`src/rtl/alu_seq_pkg.sv`:
```
// Shared constants for the ALU sequencer: opcodes, unary selects, instruction field
// positions, register file geometry and the control FSM state encoding.
package alu_seq_pkg;

  localparam int DATA_W   = 8;
  localparam int NUM_REGS = 4;

  localparam logic [1:0] OP_ADD   = 2'b00;
  localparam logic [1:0] OP_UNARY = 2'b01;
  localparam logic [1:0] OP_BEQZ  = 2'b10;
  localparam logic [1:0] OP_HALT  = 2'b11;

  localparam logic [1:0] UN_PASS = 2'b00;
  localparam logic [1:0] UN_INC  = 2'b01;
  localparam logic [1:0] UN_SUB2 = 2'b10;
  localparam logic [1:0] UN_DEC  = 2'b11;

  localparam int OP_HI = 7;
  localparam int OP_LO = 6;
  localparam int RS_HI = 5;
  localparam int RS_LO = 4;
  localparam int RT_HI = 3;
  localparam int RT_LO = 2;
  localparam int FN_HI = 1;
  localparam int FN_LO = 0;

  typedef enum logic [1:0] {IDLE, FETCH, DECODE, EXEC} state_t;

endpackage

```
`src/rtl/alu_seq_regfile.sv`:
```
// 4x8 register file: combinational RS/RT/debug reads, one synchronous write port,
// synchronous clear on rst.
module alu_seq_regfile
  import alu_seq_pkg::*;
(
  input  logic              clk,
  input  logic              rst,
  input  logic [1:0]        rs_addr,
  input  logic [1:0]        rt_addr,
  input  logic [1:0]        dbg_sel,
  input  logic              wr_en,
  input  logic [1:0]        wr_addr,
  input  logic [DATA_W-1:0] wr_data,
  output logic [DATA_W-1:0] rs_data,
  output logic [DATA_W-1:0] rt_data,
  output logic [DATA_W-1:0] dbg_data
);

  logic [NUM_REGS-1:0][DATA_W-1:0] regs;

  generate
    for (genvar gi = 0; gi < NUM_REGS; gi++) begin : g_reg
      logic [DATA_W-1:0] data_reg;
      always_ff @(posedge clk) begin
        if (rst) begin
          data_reg <= '0;
        end else if (wr_en && wr_addr == 2'(gi)) begin
          data_reg <= wr_data;
        end
      end
      assign regs[gi] = data_reg;
    end
  endgenerate

  assign rs_data  = regs[rs_addr];
  assign rt_data  = regs[rt_addr];
  assign dbg_data = regs[dbg_sel];

endmodule

```
`src/rtl/alu_sequencer.sv`:
```
// alu_sequencer: FETCH/DECODE/EXEC control unit driving a shared 8-bit ALU and a 4x8
// register file. Define ALU_SEQ_WATCHDOG_EN to compile in the MAX_STEPS run watchdog.
module alu_sequencer
  import alu_seq_pkg::*;
#(
  parameter int MAX_STEPS = 255
) (
  input  logic       clk,
  input  logic       rst,
  input  logic       start,
  output logic       busy,
  output logic       done,
  output logic       err,
  output logic [7:0] imem_addr,
  input  logic [7:0] imem_data,
  output logic       alu_src,
  output logic [7:0] alu_in1,
  output logic [7:0] alu_in2,
  output logic [1:0] alu_in3,
  input  logic [7:0] alu_out,
  input  logic [1:0] dbg_sel,
  output logic [7:0] dbg_data
);

  state_t     state_reg, state_next;
  logic [7:0] pc_reg, pc_next;
  logic [7:0] ir_reg, ir_next;
  logic       busy_reg, busy_next;
  logic       done_reg, done_next;
  logic       err_reg, err_next;

  logic [1:0] op, rs, rt, fn;
  logic [7:0] rs_data, rt_data;
  logic [7:0] br_target;
  logic       exec, wr_en, abort;

  assign op        = ir_reg[OP_HI:OP_LO];
  assign rs        = ir_reg[RS_HI:RS_LO];
  assign rt        = ir_reg[RT_HI:RT_LO];
  assign fn        = ir_reg[FN_HI:FN_LO];
  assign exec      = (state_reg == EXEC);
  assign wr_en     = exec && (op == OP_ADD || op == OP_UNARY);
  // {RT,FN} doubles as a signed 4-bit branch offset relative to PC+1.
  assign br_target = pc_reg + 8'd1 + {{4{rt[1]}}, rt, fn};

  alu_seq_regfile u_regfile (
    .clk      (clk),
    .rst      (rst),
    .rs_addr  (rs),
    .rt_addr  (rt),
    .dbg_sel  (dbg_sel),
    .wr_en    (wr_en),
    .wr_addr  (rt),
    .wr_data  (alu_out),
    .rs_data  (rs_data),
    .rt_data  (rt_data),
    .dbg_data (dbg_data)
  );

  always_comb begin
    alu_src = 1'b0;
    alu_in1 = '0;
    alu_in2 = '0;
    alu_in3 = UN_PASS;
    if (wr_en) begin
      alu_in1 = rs_data;
      alu_in2 = rt_data;
      if (op == OP_UNARY) begin
        alu_src = 1'b1;
        alu_in3 = fn;
      end
    end
  end

`ifdef ALU_SEQ_WATCHDOG_EN
  logic [7:0] step_reg;

  always_ff @(posedge clk) begin
    if (rst) begin
      step_reg <= '0;
    end else if (state_reg == IDLE && start) begin
      step_reg <= '0;
    end else if (exec) begin
      step_reg <= step_reg + 8'd1;
    end
  end

  // Fires on the EXEC that brings the count to MAX_STEPS; that instruction still writes back.
  assign abort = exec && (op != OP_HALT) && ((step_reg + 8'd1) == MAX_STEPS[7:0]);
`else
  logic unused_max_steps;
  assign unused_max_steps = ^MAX_STEPS;
  assign abort            = 1'b0;
`endif

  always_comb begin
    state_next = state_reg;
    pc_next    = pc_reg;
    ir_next    = ir_reg;
    busy_next  = busy_reg;
    done_next  = 1'b0;
    err_next   = 1'b0;
    case (state_reg)
      IDLE: begin
        if (start) begin
          state_next = FETCH;
          pc_next    = '0;
          busy_next  = 1'b1;
        end
      end
      FETCH:  state_next = DECODE;
      DECODE: begin
        ir_next    = imem_data;
        state_next = EXEC;
      end
      EXEC: begin
        state_next = FETCH;
        pc_next    = pc_reg + 8'd1;
        if (op == OP_BEQZ && rs_data == 8'd0) begin
          pc_next = br_target;
        end
        if (op == OP_HALT) begin
          state_next = IDLE;
          pc_next    = pc_reg;
          busy_next  = 1'b0;
          done_next  = 1'b1;
        end else if (abort) begin
          state_next = IDLE;
          busy_next  = 1'b0;
          done_next  = 1'b1;
          err_next   = 1'b1;
        end
      end
      default: state_next = IDLE;
    endcase
  end

  always_ff @(posedge clk) begin
    if (rst) begin
      state_reg <= IDLE;
      pc_reg    <= '0;
      ir_reg    <= '0;
      busy_reg  <= 1'b0;
      done_reg  <= 1'b0;
      err_reg   <= 1'b0;
    end else begin
      state_reg <= state_next;
      pc_reg    <= pc_next;
      ir_reg    <= ir_next;
      busy_reg  <= busy_next;
      done_reg  <= done_next;
      err_reg   <= err_next;
    end
  end

  assign busy      = busy_reg;
  assign done      = done_reg;
  assign err       = err_reg;
  assign imem_addr = pc_reg;

endmodule

```
`config.mk`:
```
export PLATFORM = sky130hd
export DESIGN_NAME = alu_sequencer
export DESIGN_NICKNAME = d
export VERILOG_FILES = /design/src/rtl/alu_seq_pkg.sv /design/src/rtl/alu_seq_regfile.sv /design/src/rtl/alu_sequencer.sv
export SDC_FILE = /design/constraint.sdc
export NUM_CORES = 1
export LEC_CHECK = 0
export CAP_MARGIN = 20
export CELL_PAD_IN_SITES_DETAIL_PLACEMENT = 0
export CELL_PAD_IN_SITES_GLOBAL_PLACEMENT = 1
export CORE_ASPECT_RATIO = 0.5
export CORE_MARGIN = 2
export CORE_UTILIZATION = 40
export CTS_CLUSTER_DIAMETER = 60
export DETAILED_ROUTE_END_ITERATION = 8
export GPL_TIMING_DRIVEN = 0
export PLACE_DENSITY = 0.81
export SYNTH_ARGS = -nofsm -noshare
export SYNTH_HDL_FRONTEND = slang
export SYNTH_SLANG_ARGS = --single-unit
```
`constraint.sdc`:
```
create_clock -name clk -period 2.8 [get_ports clk]
set_input_delay 0.7 -clock clk [delete_from_list [all_inputs] [get_ports clk]]
set_output_delay 0.7 -clock clk [all_outputs]
set_load 0.05 [all_outputs]
```
======== After elaboration in Yosys (flattened, before gate mapping) ========
Cells that the tools add are included.
word-level totals
  register bits after elaboration ......... 52
  output and inout port bits .............. 38
  logic and storage cells ................. 65
operators by class
  add/subtract/negate cells ............... 2
  $lt $le $gt $ge ......................... 3
  equality and inequality tests ........... 12
  muxes and demuxes ....................... 23
  bitwise logic cells ..................... 1
  reductions and logical operators ........ 15
operators by type and width
  operator                                                                      number
  8-bit 2-to-1 mux                                                              8
  8-bit binary-select mux with 2-bit select                                     3
  8-bit one-hot mux with 2 select lines                                         1
  2-bit equality test, second input constant                                    6
  2-bit by 3-bit less-than comparator with 1-bit output, second input constant  3
  8-bit by 1-bit adder with 8-bit output, second input constant                 1
  8-bit adder                                                                   1
  8-bit zero test                                                               1
  2-bit one-hot mux with 4 select lines                                         1
  2-bit by 1-bit equality test with 1-bit output, second input constant         3
  1-bit logical AND                                                             6
  2-bit zero test                                                               3
  1-bit 2-to-1 mux                                                              6
  2-bit 2-to-1 mux                                                              3
  3-bit AND reduction                                                           2
  2-bit != test, second input constant                                          2
  2-bit by 1-bit != test with 1-bit output, second input constant               1
  1-bit one-hot mux with 2 select lines                                         1
  2-bit nonzero test                                                            1
  2-bit OR reduction                                                            1
  1-bit logical OR                                                              1
  1-bit inverter                                                                1

======== Depth between registers and ports, before layout ========
  depth in word-level cells ............... 7
  depth in mapped cells ................... 12
  depth with buffers taken out ............ 12

======== Cells and area by module ========
A second synthesis with hierarchy kept.
second synthesis, totals
  cells, all modules ...................... 324
  area total of the unflattened synthesis .. 3301.9 um^2
modules (own cells, without submodules)
  module           instances  cells each  area each (um^2)  sequential area each (um^2)
  alu_seq_regfile  1          148         1863.0            640.6
  alu_sequencer    1          176         1438.9            400.4

======== Worst setup path after synthesis ========
Ideal clock, no wire load.
  kind .................................... register to register
  start ................................... register pc_reg[0] (netlist: imem_addr[0])
  end ..................................... register pc_reg[7] (netlist: imem_addr[7])
  setup time .............................. 0.067 ns
  arrival time ............................ 2.875 ns
  data required time ...................... 2.733 ns
  path slack .............................. -0.142 ns
  stages on the path, launching flop included .. 12
  path buffers ............................ 0
  clock period less this slack ............ 2.942 ns
  path through ............................ dfxtp_1 ha_1 nand3_1 xnor2_1 ha_1 o211ai_1 o211ai_1 a21oi_1 or3b_4 xnor2_2 or3_1 o21ai_2
between the ends
  word-level cells in the longest chain between the ends .. 5
RTL lines
  what                                      line                                       RTL
  start: declaration                        alu_sequencer.sv:26                        logic [7:0] pc_reg, pc_next;
  start signal: assignment                  alu_sequencer.sv:148                       pc_reg <= pc_next;
  8-bit by 1-bit adder with 8-bit output *  alu_sequencer.sv:44, alu_sequencer.sv:118
  8-bit adder                               alu_sequencer.sv:44                        assign br_target = pc_reg + 8'd1 + {{4{rt[1]}}, rt, fn};
  8-bit 2-to-1 mux *                        alu_sequencer.sv:119                       if (op == OP_BEQZ && rs_data == 8'd0) begin
  8-bit 2-to-1 mux *                        alu_sequencer.sv:122                       if (op == OP_HALT) begin
  8-bit one-hot mux with 2 select lines *   alu_sequencer.sv:103                       case (state_reg)
Mark *: on every way between the ends. The rest lies on a longest branch, timed or not. The select of a mux whose other input is x is not followed.
A chain may end at the register's enable or synchronous reset.

======== Worst setup path after layout ========
  start ................................... input port dbg_sel[0]
  end ..................................... output port dbg_data[6]
between the ends
  word-level cells in the longest chain between the ends .. 2
RTL lines
  what                                       line                   RTL
  start: declaration                         alu_sequencer.sv:21    input logic [1:0] dbg_sel,
  8-bit binary-select mux with 2-bit select  alu_seq_regfile.sv:37  assign dbg_data = regs[dbg_sel];
  8-bit 2-to-1 mux (implied by the code)     alu_seq_regfile.sv:37
  end: declaration                           alu_sequencer.sv:22    output logic [7:0] dbg_data
No other way between the ends. The select of a mux whose other input is x is not followed.

==> results.cfg <==
[place]
dpl_cell_area_mm2 = 0.00384
finalWeightedCongestion = 0.818
placement.setup.worst_slack_ps = -864
port_buffers = 55
dp_hpwl_mm = 6.07

[setup_path]
crit_required_ps = 2100
worst_stage_delay_on_the_critical_path_ps = 540
path_max_fanout = 8
worstPathCellList = buf_1 -> mux4_2 -> dlygate4sd2_1
critical-path-slowest-cell = sky130_fd_sc_hd__dlygate4sd2_1
critPathLaunchType = primary input
register_to_register_path_depth = 8
path_class = primary input to output pin
cp_data_arrival_time_ps = 2060
critPathCaptureType = output pin

[min_path]
holdCritPathClass = flip-flop to flip-flop
hold_depth = 2

[routing]
drt-wirelength-per-cell_um = 16.4
final_antenna_net_count = 0
dr.pass1.iters = 4
viasPerCell = 5.31
detail_route.drc_violations = 0
routed_wirelength_mm = 8.44
detailroute.via_count = 2729
drt_iter0_markers = 125

[power_and_ir_drop]
p_leak_nw = 1.48
powerDensity_mw_per_mm2 = 519
vdd.ir_drop.worst_mv = 0.238

[logic_synthesis]
post-synth-top-area-cell = sky130_fd_sc_hd__dfxtp_1
async_reset_ff_frac = 0
synth_sequential_area_ratio = 0.331
synthesized_netlist_net_count = 379
area_share_of_the_leading_cell_type_in_the_synthesized_netlist = 0.331
primary_flip_flop_cell_chosen_by_synthesis_mapping = sky130_fd_sc_hd__dfxtp_1
total_standard_cell_area_after_synthesis_mm2 = 0.00315
ys_warn_count = 0
synth_edf_count = 0
synthCells = 345
synth_area_per_cell_um2 = 9.13
netlist-cell-type-count = 43
synth.top_cells.by_area = sky130_fd_sc_hd__dfxtp_1 (33%), sky130_fd_sc_hd__mux4_2 (17%), sky130_fd_sc_hd__nand2_1 (7.2%), sky130_fd_sc_hd__mux2i_1 (5.7%), sky130_fd_sc_hd__a21oi_1 (5.4%)
postSynthRegisterBits = 52

[timing]
final_min_period_over_clock_period = 0.985
hold_slack_ps = 479
hold_vio_cnt_final = 0
clock.fmax_mhz = 363
setup_ws_ps = 43.0
finalSetupViolCount = 0
drv_slew = 0
clock-skew-final_ps = 5.64
finalWorstPathRequiredPeriod_ps = 2760
worst_slew_margin_rel = 0.278
worst_pin_slew_ps = 1080

[cts]
htree_levels = 2
post_cts_hold_buffer_count = 0
clk_path_buf_depth = 2
clock-root-buffer = sky130_fd_sc_hd__clkbuf_16
cts_tree = built
cts_sinks = 52
clock_edge_transition_at_the_registers_on_the_reported_setup_and_hold_paths_ps = 60
numCtsBuffers = 5
clk_latency_ps = 290

[layout]
syn2layout_area_growth_pct = 27.7
final_standard_cell_area_without_fillers_mm2 = 0.00402
final_nets = 440
n_antenna_cell = 0
fillCellCount = 718
largest_register_ffs = 32
drive_gt1_frac = 0.190

[floorplan]
initial_utilization = 0.421
die_x_um = 129
num_io_pins = 59
placement_row_count = 22
die_h_um = 66.7
placeableCoreArea_mm2 = 0.00749
die_area_mm2 = 0.00864

[grt]
grt_pass1_wl_mm = 13.5
gr-total-overflow = 0
via_count_of_the_first_global_routing_pass = 2656
antenna_found_initial = 0
largest_net_degree_at_the_start_of_global_routing = 16
track_usage = 0.206

[job]
max_cap_viol_count = 0

[outcome]
run_status = completed
[cell families after synthesis]
| logic type | synth area share |
|---|---|
| multiplexers | 0.229 |
| adder cells (fa/ha/maj) | 0.0540 |
| XOR/XNOR | 0.0246 |
| buffers and inverters | 0.0381 |
| AND/OR/NAND/NOR | 0.211 |
| flip-flops | 0.331 |
| AO/OA/AOI/OAI | 0.111 |
| other | 0.00119 |
[through the flow]
stage / total power [mW] / setup TNS [ps] / std cells / utilization
after floorplan: 1.26 / 0 / 345 / -
after global placement: 1.42 / -15850 / 508 / 0.513
after detailed placement: 1.44 / -17130 / 508 / 0.513
after CTS: 2.09 / 0 / 513 / 0.533
after global routing: 2.20 / -11.2 / 514 / 0.537
final: 2.09 / 0 / 514 / 0.537
[cells in the final DEF (no fill, tap or decap), drive strengths merged, types with 2 or more instances in the layout]
cell,Yosys,final
ha,12,12
dfxtp,52,52
nor2,28,28
mux2i,18,18
buf,5,12
a21oi,34,34
clkdlybuf4s50,0,28
a22o,2,2
o21a,3,3
clkdlybuf4s15,0,3
clkbuf,15,29
and2,17,17
o21ai,14,14
o211ai,3,3
xor2,4,4
a211oi,2,2
nand2b,3,3
nor3b,2,2
xnor2,4,4
nand2,60,60
nand3,6,6
nor2b,4,4
mux4,24,24
and3,6,6
inv,9,9
dlygate4sd2,0,8
or3,2,2
nor3,4,4
[repair_timing]
action                                  in CTS  in global routing
resized for setup                           99                 23
setup buffers                                0                  0
pin swaps                                    0                  5
endpoints found under the setup margin      36                 18
[area by class of cell]
class                      instances  area (um2)  area share
tap                              108         135      0.0336
buffer                            18         109      0.0271
sequential                        52        1050       0.261
clock inverter                     1        8.76     0.00218
clock buffer                       6         139      0.0345
inverter                           9        33.8     0.00840
timing repair buffer              56         493       0.123
multi-input combinational        264        2050       0.510
[layer usage]
| layer | global-route usage | wire (um) | part of all wire |
|---|---|---|---|
| met2 | 0.341 | 4040 | 0.48 |
| met5 | 0 | 0 | 0 |
| met4 | 0.0739 | 129 | 0.015 |
| met3 | 0.0418 | 442 | 0.052 |
| met1 | 0.272 | 3820 | 0.45 |
[critical path: cells and delay by family]
kind / cells / cell delay (ps)
buffers and inverters: 2 / 1010
multiplexers: 1 / 350
[path summary, 6_finish.rpt]
check / start / to / slack, ps
max: dbg_sel[0] / dbg_data[6] / 40
min: imem_addr[7] / imem_addr[7] / 480
max reg2reg: ir_reg[5] / imem_addr[7] / 110
min reg2reg: imem_addr[7] / imem_addr[7] / 480
[cells in the mapped netlist (4+ instances only)]
cell	instances
sky130_fd_sc_hd__mux2i_1	18
sky130_fd_sc_hd__nand2_1	60
sky130_fd_sc_hd__inv_1	9
sky130_fd_sc_hd__nor3_1	4
sky130_fd_sc_hd__xor2_1	4
sky130_fd_sc_hd__o21ai_1	8
sky130_fd_sc_hd__nand3_1	5
sky130_fd_sc_hd__nor2_1	28
sky130_fd_sc_hd__a21oi_1	34
sky130_fd_sc_hd__ha_1	12
sky130_fd_sc_hd__and3_1	6
sky130_fd_sc_hd__and2_1	17
sky130_fd_sc_hd__clkbuf_1	15
sky130_fd_sc_hd__nor2b_1	4
sky130_fd_sc_hd__dfxtp_1	52
sky130_fd_sc_hd__o21ai_0	5
sky130_fd_sc_hd__mux4_2	24
[where the power goes]
part	leakage (nW)	switching, mW	internal, mW
registers	0.423	0.0664	0.792
logic	0.981	0.335	0.260
clock network	0.0729	0.280	0.353
total	1.48	0.681	1.40
No activity file was read; power rests on OpenSTA's default activity.
